[src/rtl/mips_pkg.sv]
// Shared MIPS definitions for the HI/LO multiply/divide unit.
// The HILO_DIV_EN build macro selects whether the DIV state and divider are used.
package mips_pkg;

  typedef enum logic [1:0] {
    OP_MULTU = 2'b00,
    OP_DIVU  = 2'b01,
    OP_MTHI  = 2'b10,
    OP_MTLO  = 2'b11
  } hilo_op_t;

  typedef enum logic {
    ST_IDLE = 1'b0,
    ST_DIV  = 1'b1
  } hilo_state_t;

  localparam int DIV_CYCLES = 32;

endpackage

[src/rtl/serial_divider.sv]
// Unsigned 32-bit restoring divider, one quotient bit per clock.
// valid_o flags the edge that commits the final step; quotient/remainder are the step results.
module serial_divider
  import mips_pkg::*;
(
  input  logic        clk,
  input  logic        rst,
  input  logic        start_i,
  input  logic [31:0] dividend_i,
  input  logic [31:0] divisor_i,
  output logic [31:0] quotient_o,
  output logic [31:0] remainder_o,
  output logic        divByZero_o,
  output logic        valid_o
);

  localparam logic [4:0] LAST_STEP = 5'(DIV_CYCLES - 1);

  logic [31:0] rem_q, rem_d;
  logic [31:0] quo_q, quo_d;
  logic [31:0] div_q;
  logic [4:0]  cnt_q;
  logic        active_q;
  logic [32:0] remShift;

  // A successful subtract leaves a value below the divisor, so 32 bits hold it.
  always_comb begin
    remShift = {rem_q, quo_q[31]};
    rem_d    = remShift[31:0];
    quo_d    = {quo_q[30:0], 1'b0};
    if (remShift >= {1'b0, div_q}) begin
      rem_d = remShift[31:0] - div_q;
      quo_d = {quo_q[30:0], 1'b1};
    end
  end

  always_ff @(posedge clk) begin
    if (rst) begin
      active_q <= 1'b0;
      cnt_q    <= '0;
      rem_q    <= '0;
      quo_q    <= '0;
      div_q    <= '0;
    end else if (start_i) begin
      active_q <= 1'b1;
      cnt_q    <= '0;
      rem_q    <= '0;
      quo_q    <= dividend_i;
      div_q    <= divisor_i;
    end else if (active_q) begin
      rem_q <= rem_d;
      quo_q <= quo_d;
      cnt_q <= cnt_q + 5'd1;
      if (valid_o) begin
        active_q <= 1'b0;
      end
    end
  end

  assign valid_o     = active_q && (cnt_q == LAST_STEP);
  assign quotient_o  = quo_d;
  assign remainder_o = rem_d;
  assign divByZero_o = (div_q == 32'd0);

endmodule

[src/rtl/hilo_muldiv_unit.sv]
// HI/LO register pair: MULTU capture, MTHI/MTLO, MF read path and serial DIVU.
// Define HILO_DIV_EN to build the divide path; without it DIVU is a no-op.
module hilo_muldiv_unit
  import mips_pkg::*;
(
  input  logic        clk,
  input  logic        rst,
  input  logic        start,
  input  logic [1:0]  op,
  input  logic [31:0] a,
  input  logic [31:0] b,
  input  logic [63:0] r64,
  input  logic        mf_sel,
  output logic [31:0] hilo_out,
  output logic        busy,
  output logic        done,
  output logic        div_zero
);

  hilo_op_t    opSel;
  logic [31:0] hi_q, lo_q;
  logic        done_q;

  assign opSel    = hilo_op_t'(op);
  assign hilo_out = mf_sel ? hi_q : lo_q;
  assign done     = done_q;

`ifdef HILO_DIV_EN

  hilo_state_t state_q;
  logic        busy_q, divZero_q;
  logic        divStart, divValid, divByZero;
  logic [31:0] divQuo, divRem;

  assign divStart = start && (state_q == ST_IDLE) && (opSel == OP_DIVU);

  serial_divider u_div (
    .clk        (clk),
    .rst        (rst),
    .start_i    (divStart),
    .dividend_i (a),
    .divisor_i  (b),
    .quotient_o (divQuo),
    .remainder_o(divRem),
    .divByZero_o(divByZero),
    .valid_o    (divValid)
  );

  // Starts arriving during DIV are dropped; the controller holds them on busy.
  always_ff @(posedge clk) begin
    if (rst) begin
      state_q   <= ST_IDLE;
      hi_q      <= '0;
      lo_q      <= '0;
      busy_q    <= 1'b0;
      done_q    <= 1'b0;
      divZero_q <= 1'b0;
    end else begin
      done_q <= 1'b0;
      case (state_q)
        ST_IDLE: begin
          if (start) begin
            case (opSel)
              OP_MULTU: begin
                hi_q   <= r64[63:32];
                lo_q   <= r64[31:0];
                done_q <= 1'b1;
              end
              OP_MTHI: hi_q <= a;
              OP_MTLO: lo_q <= a;
              OP_DIVU: begin
                state_q <= ST_DIV;
                busy_q  <= 1'b1;
              end
              default: ;
            endcase
          end
        end
        ST_DIV: begin
          if (divValid) begin
            hi_q      <= divRem;
            lo_q      <= divQuo;
            divZero_q <= divByZero;
            done_q    <= 1'b1;
            busy_q    <= 1'b0;
            state_q   <= ST_IDLE;
          end
        end
        default: state_q <= ST_IDLE;
      endcase
    end
  end

  assign busy     = busy_q;
  assign div_zero = divZero_q;

`else

  logic unusedDivisor;

  // Without a divider the unit never leaves IDLE, so only the single-cycle ops remain.
  always_ff @(posedge clk) begin
    if (rst) begin
      hi_q   <= '0;
      lo_q   <= '0;
      done_q <= 1'b0;
    end else begin
      done_q <= 1'b0;
      if (start) begin
        case (opSel)
          OP_MULTU: begin
            hi_q   <= r64[63:32];
            lo_q   <= r64[31:0];
            done_q <= 1'b1;
          end
          OP_MTHI: hi_q <= a;
          OP_MTLO: lo_q <= a;
          default: ;
        endcase
      end
    end
  end

  assign busy          = 1'b0;
  assign div_zero      = 1'b0;
  assign unusedDivisor = ^b;

`endif

endmodule
[config.mk]
export PLATFORM = sky130hd
export DESIGN_NAME = hilo_muldiv_unit
export DESIGN_NICKNAME = d
export VERILOG_FILES = /design/src/rtl/mips_pkg.sv /design/src/rtl/serial_divider.sv /design/src/rtl/hilo_muldiv_unit.sv
export SDC_FILE = /design/constraint.sdc
export NUM_CORES = 1
export LEC_CHECK = 0
export BUFFER_PORTS_ARGS = -buffer_cell sky130_fd_sc_hd__buf_4
export CAP_MARGIN = 25
export CORE_MARGIN = 5
export CORE_UTILIZATION = 46
export DETAILED_ROUTE_END_ITERATION = 12
export PLACE_DENSITY = 0.78
export SYNTH_ARGS = -nofsm -noshare
export SYNTH_HDL_FRONTEND = slang
export SYNTH_HIERARCHICAL = 1
export SYNTH_SLANG_ARGS = --single-unit
[constraint.sdc]
create_clock -name clk -period 1.85 [get_ports clk]
set_input_delay 0.37 -clock clk [delete_from_list [all_inputs] [get_ports clk]]
set_output_delay 0.37 -clock clk [all_outputs]
set_load 0.05 [all_outputs]
After elaboration in Yosys (flattened, before gate mapping)
Index checks and enable logic that the tools add are counted.
{"block": "classes", "n_reduce_logical": 6, "bitwise_logic": 1, "magnitude_cmp": 0, "add_sub_neg": 0, "mul": 0, "div": 0, "shifts": 0, "eq_ne": 2, "n_mux": 4}
{"operator": "32-bit one-hot mux with 2 select lines", "n": 2}
{"operator": "32-bit 2-to-1 mux", "n": 1}
{"operator": "2-bit == test, second input constant", "n": 2}
{"operator": "2-bit AND reduction", "n": 2}
{"operator": "2-bit nonzero test", "n": 2}
{"operator": "2-bit zero test", "n": 1}
{"operator": "2-bit OR reduction", "n": 1}
{"operator": "1-bit 2-to-1 mux", "n": 1}
{"operator": "1-bit inverter", "n": 1}
{"block": "totals", "latchBits": 0, "n_memories": 0, "word_cells": 16, "out_inout_bits": 35, "register_bits": 65, "ramBits": 0, "mem_bits_ro": 0}

Logic depth before layout (Yosys ltp)
{"block": "logic_depth", "ltp_word": 3, "ltp_mapped": 7, "mapped_depth_nobuf": 5}

Worst setup path before layout
Ideal clock, no wire load.
{"block": "synth_timing", "kind": "input to output", "start": "in mf_sel", "end": "out hilo_out[4]", "path_slack_ps": 191, "n_path_buf": 2, "t_required_ps": 1480, "arrival_ps": 1289, "path_stages": 3, "cell_sequence": "clkbuf_1 -> buf_2 -> mux2_1"}
{"block": "synth_between", "elab_chain_len": 1}
{"element": "start: declaration", "line": "hilo_muldiv_unit.sv:13", "text": "input logic mf_sel,"}
{"element": "32-bit 2-to-1 mux", "line": "hilo_muldiv_unit.sv:25", "text": "assign hilo_out = mf_sel ? hi_q : lo_q;"}
{"element": "end: declaration", "line": "hilo_muldiv_unit.sv:14", "text": "output logic [31:0] hilo_out,"}
Every way passes these cells.

Final worst setup path
{"block": "layout_timing", "start": "in mf_sel", "end": "out hilo_out[27]"}
The elaborated chain is that of the path after synthesis.

==> metrics.md <==
| Metric | Value |
|---|---|
| Status | finished, final reports clean |
| Seq/Total Area, Yosys | 37.5% |
| Die extent in y | about 97 um |
| Cell mode on critical path | buf_4 |
| Final-stage net count | 566 |
| Yosys top cell by area | dfxtp_1 |
| Largest net degree at the start of global routing | 33 |
| Startpoint Class | input port |
| Max-slew violation count | 0 |
| Hold path start | r64[42] |
| Type of the worst min-delay path | input port to flip-flop |
| Seq. cell area | around 1300 um^2 |
| Worst path max stage delay | 0.36 ns |
| Yosys cell types | 23 |
| Routed WL | just under 9000 um |
| Cell Rows | 31 |
| Most frequent cells in the layout | buf_4 (141), dfxtp_1 (65), mux2i_1 (64) |
| Final hold vios | 0 |
| Fin util | 65.8% |
| Layout filler cell count | 606 |
| Antenna fix cells | 0 |
| Worst path cell trace | buf_4, buf_12, mux2_2, buf_4 |
| VDD IR max | 0.369 mV |
| PD cells | approximately 800 nW/um^2 |
| CTS Sinks | 65 |
| Worst Path Arrival | 1.27 ns |
| DR WL/cell | about 17 um |
| CP Capture Type | output port |
| Max_cap viols | 0 |
| Area growth, synth to finish | 38.2% |
| DR vias | 2732 |
| Post-CTS sizing | 0 |
| Area contributors post-synth | dfxtp_1 (37%), mux2i_1 (18%), a211oi_2 (10%), mux2_2 (9.7%), o2bb2ai_1 (5.6%) |
| Vias in the first global route | 3017 |
| Fmax | 609 MHz |
| Final setup viols | 0 |
| Root Buffer | clkbuf_8 |
| Slowest CP cell | mux2_2 |
| Synthesized instance count | 300 |
| Multi-input logic area | 1970 um^2 |
| Critical path launch point | mf_sel |
| Die X | slightly below 100 um |
| Yosys reg bits | 65 |
| Synthesized area | 3470 um^2 |
| Final Skew | 0 ns |
| Post-Layout Inst Area | 4800 um^2 |
| Syn. warnings | 6 |
| DR iter-0 viols | 52 |
| Commonest non-fill, non-tap cell in the layout | buf_4 |
| Tmin final | about 1.6 ns |
| Proportion of layout cells with a drive suffix above 1 | 54.7% |
| Leakage | 0.00203 uW |
| RSZ-0062 raised after global routing | false |
| Setup tns final | 0 ns |
| Placed insts | 517 |
| CP Class | input port to output port |
| DRC violation count after routing | 0 |
| Fin cells | 532 |
| CTS tree | done |
| Clock transition at the registers of the reported paths | 0.07 ns |
| Syn avg cell area | 11.6 um^2 |
| WP data required | 1.48 ns |
| Hold buffer count at cts | 0 |
| Core box area | 7290 um^2 |
| Post-synth top area share | 37.5% |
| Die area | approximately 9400 um^2 |
| Post-DP Area | 4600 um^2 |
| Cts bufs inserted | 9 |
| Number of routed nets with antenna violations | 0 |
| Crit-path max FO | 16 |
| Fin crit share | roughly 89% |
| PortBufs | 134 |
| Global-route usage over all layers | 19.1% |
| Skew-Pair Late Insertion Delay | 0.32 ns |
| Min Hold Slack | 0.328 ns |
| CTS Buffer Depth | 2 |
| GR Overflow Total | 0 |
| Reg2Reg Launch Point | lo_q[24] |
| GP Congestion | 0.747 |
| DP HPWL | 6740 um |
| Post-CTS setup buffer count | 0 |
| Initial antenna violation count | 0 |
| DR vias/cell | slightly above 5 |
| Pre-antenna DRT Iters | 4 |
| Initial Utilization | 47.6% |
| # IOs | 169 |
| H-tree depth | 3 |
| First-pass GRT wire length | 14800 um |
## path summary, 6_finish.rpt
path | to | slack [ns] | cells past startpoint
setup / recovery | hilo_out[27] | 0.21 | 4
hold / removal | hi_q[10] | 0.33 | 3
setup reg to reg | lo_q[24] | 1.18 | 2
hold reg to reg | hi_q[9] | 0.46 | 1
## kinds of logic (layout without fill, tap and decap cells)
kind of cell | count (synthesis) | count (layout) | share of synthesized area [%]
compound gates | 66 | 66 | 21.5
other cells | 1 | 2 | 0.108
fa+ha+maj | 3 | 3 | 1.08
simple gates | 36 | 36 | 4.69
buf+inv | 33 | 165 | 6.27
mux | 96 | 96 | 28.8
flops | 65 | 65 | 37.5
## sequential cells by signal, summed over array words and instances (netlist names)
| name | count |
|---|---|
| hi_q | 32 |
| lo_q | 32 |
| done | 1 |
## cells in the mapped netlist
cell type / instances
buf_2: 9
mux2_1: 2
mux2_2: 30
and2_1: 1
nor2_8: 1
o2bb2ai_1: 22
ha_1: 3
clkbuf_4: 2
and2b_1: 1
o21a_4: 1
nor2b_2: 1
conb_1: 1
mux2i_1: 64
buf_4: 12
a211oi_2: 28
buf_6: 4
o21ai_2: 1
inv_1: 2
dfxtp_1: 65
o2bb2ai_2: 10
nor2_1: 32
a211oi_1: 4
clkbuf_1: 4
## critical path: cells and delay by family
kind	cells	cell delay [ns]
muxes	1	0.36
buffers and inverters	3	0.53
## metal layers
layer	wire [um]	share of wire, %	GRT usage (%)
met5	0	0	0
met4	108	1.2	7.24
met3	516	5.8	5.47
met2	4380	50	31.8
met1	3840	43	23.4
## cell type report
class                      count  area share, %
clock buffer                  12           3.24
timing repair buffer         148           25.0
clock inverter                 3          0.835
sequential                    65           27.1
tap                           99           2.58
multi-input combinational    203           41.1
inverter                       2          0.157
## per-stage QoR
stage | setup slack [ns] | power [uW]
after global placement | 0.206 | 2580
after CTS | 0.201 | 3800
after global routing | 0.189 | 3940
after floorplan | 0.191 | 2230
final | 0.208 | 3760
after detailed placement | 0.194 | 2600
## power by group
group	switching [uW]	internal, uW
Sequential	48.7	1500
Clock	511	685
Combinational	555	458
Total	1110	2640
Power figures use the tool's default switching activity.
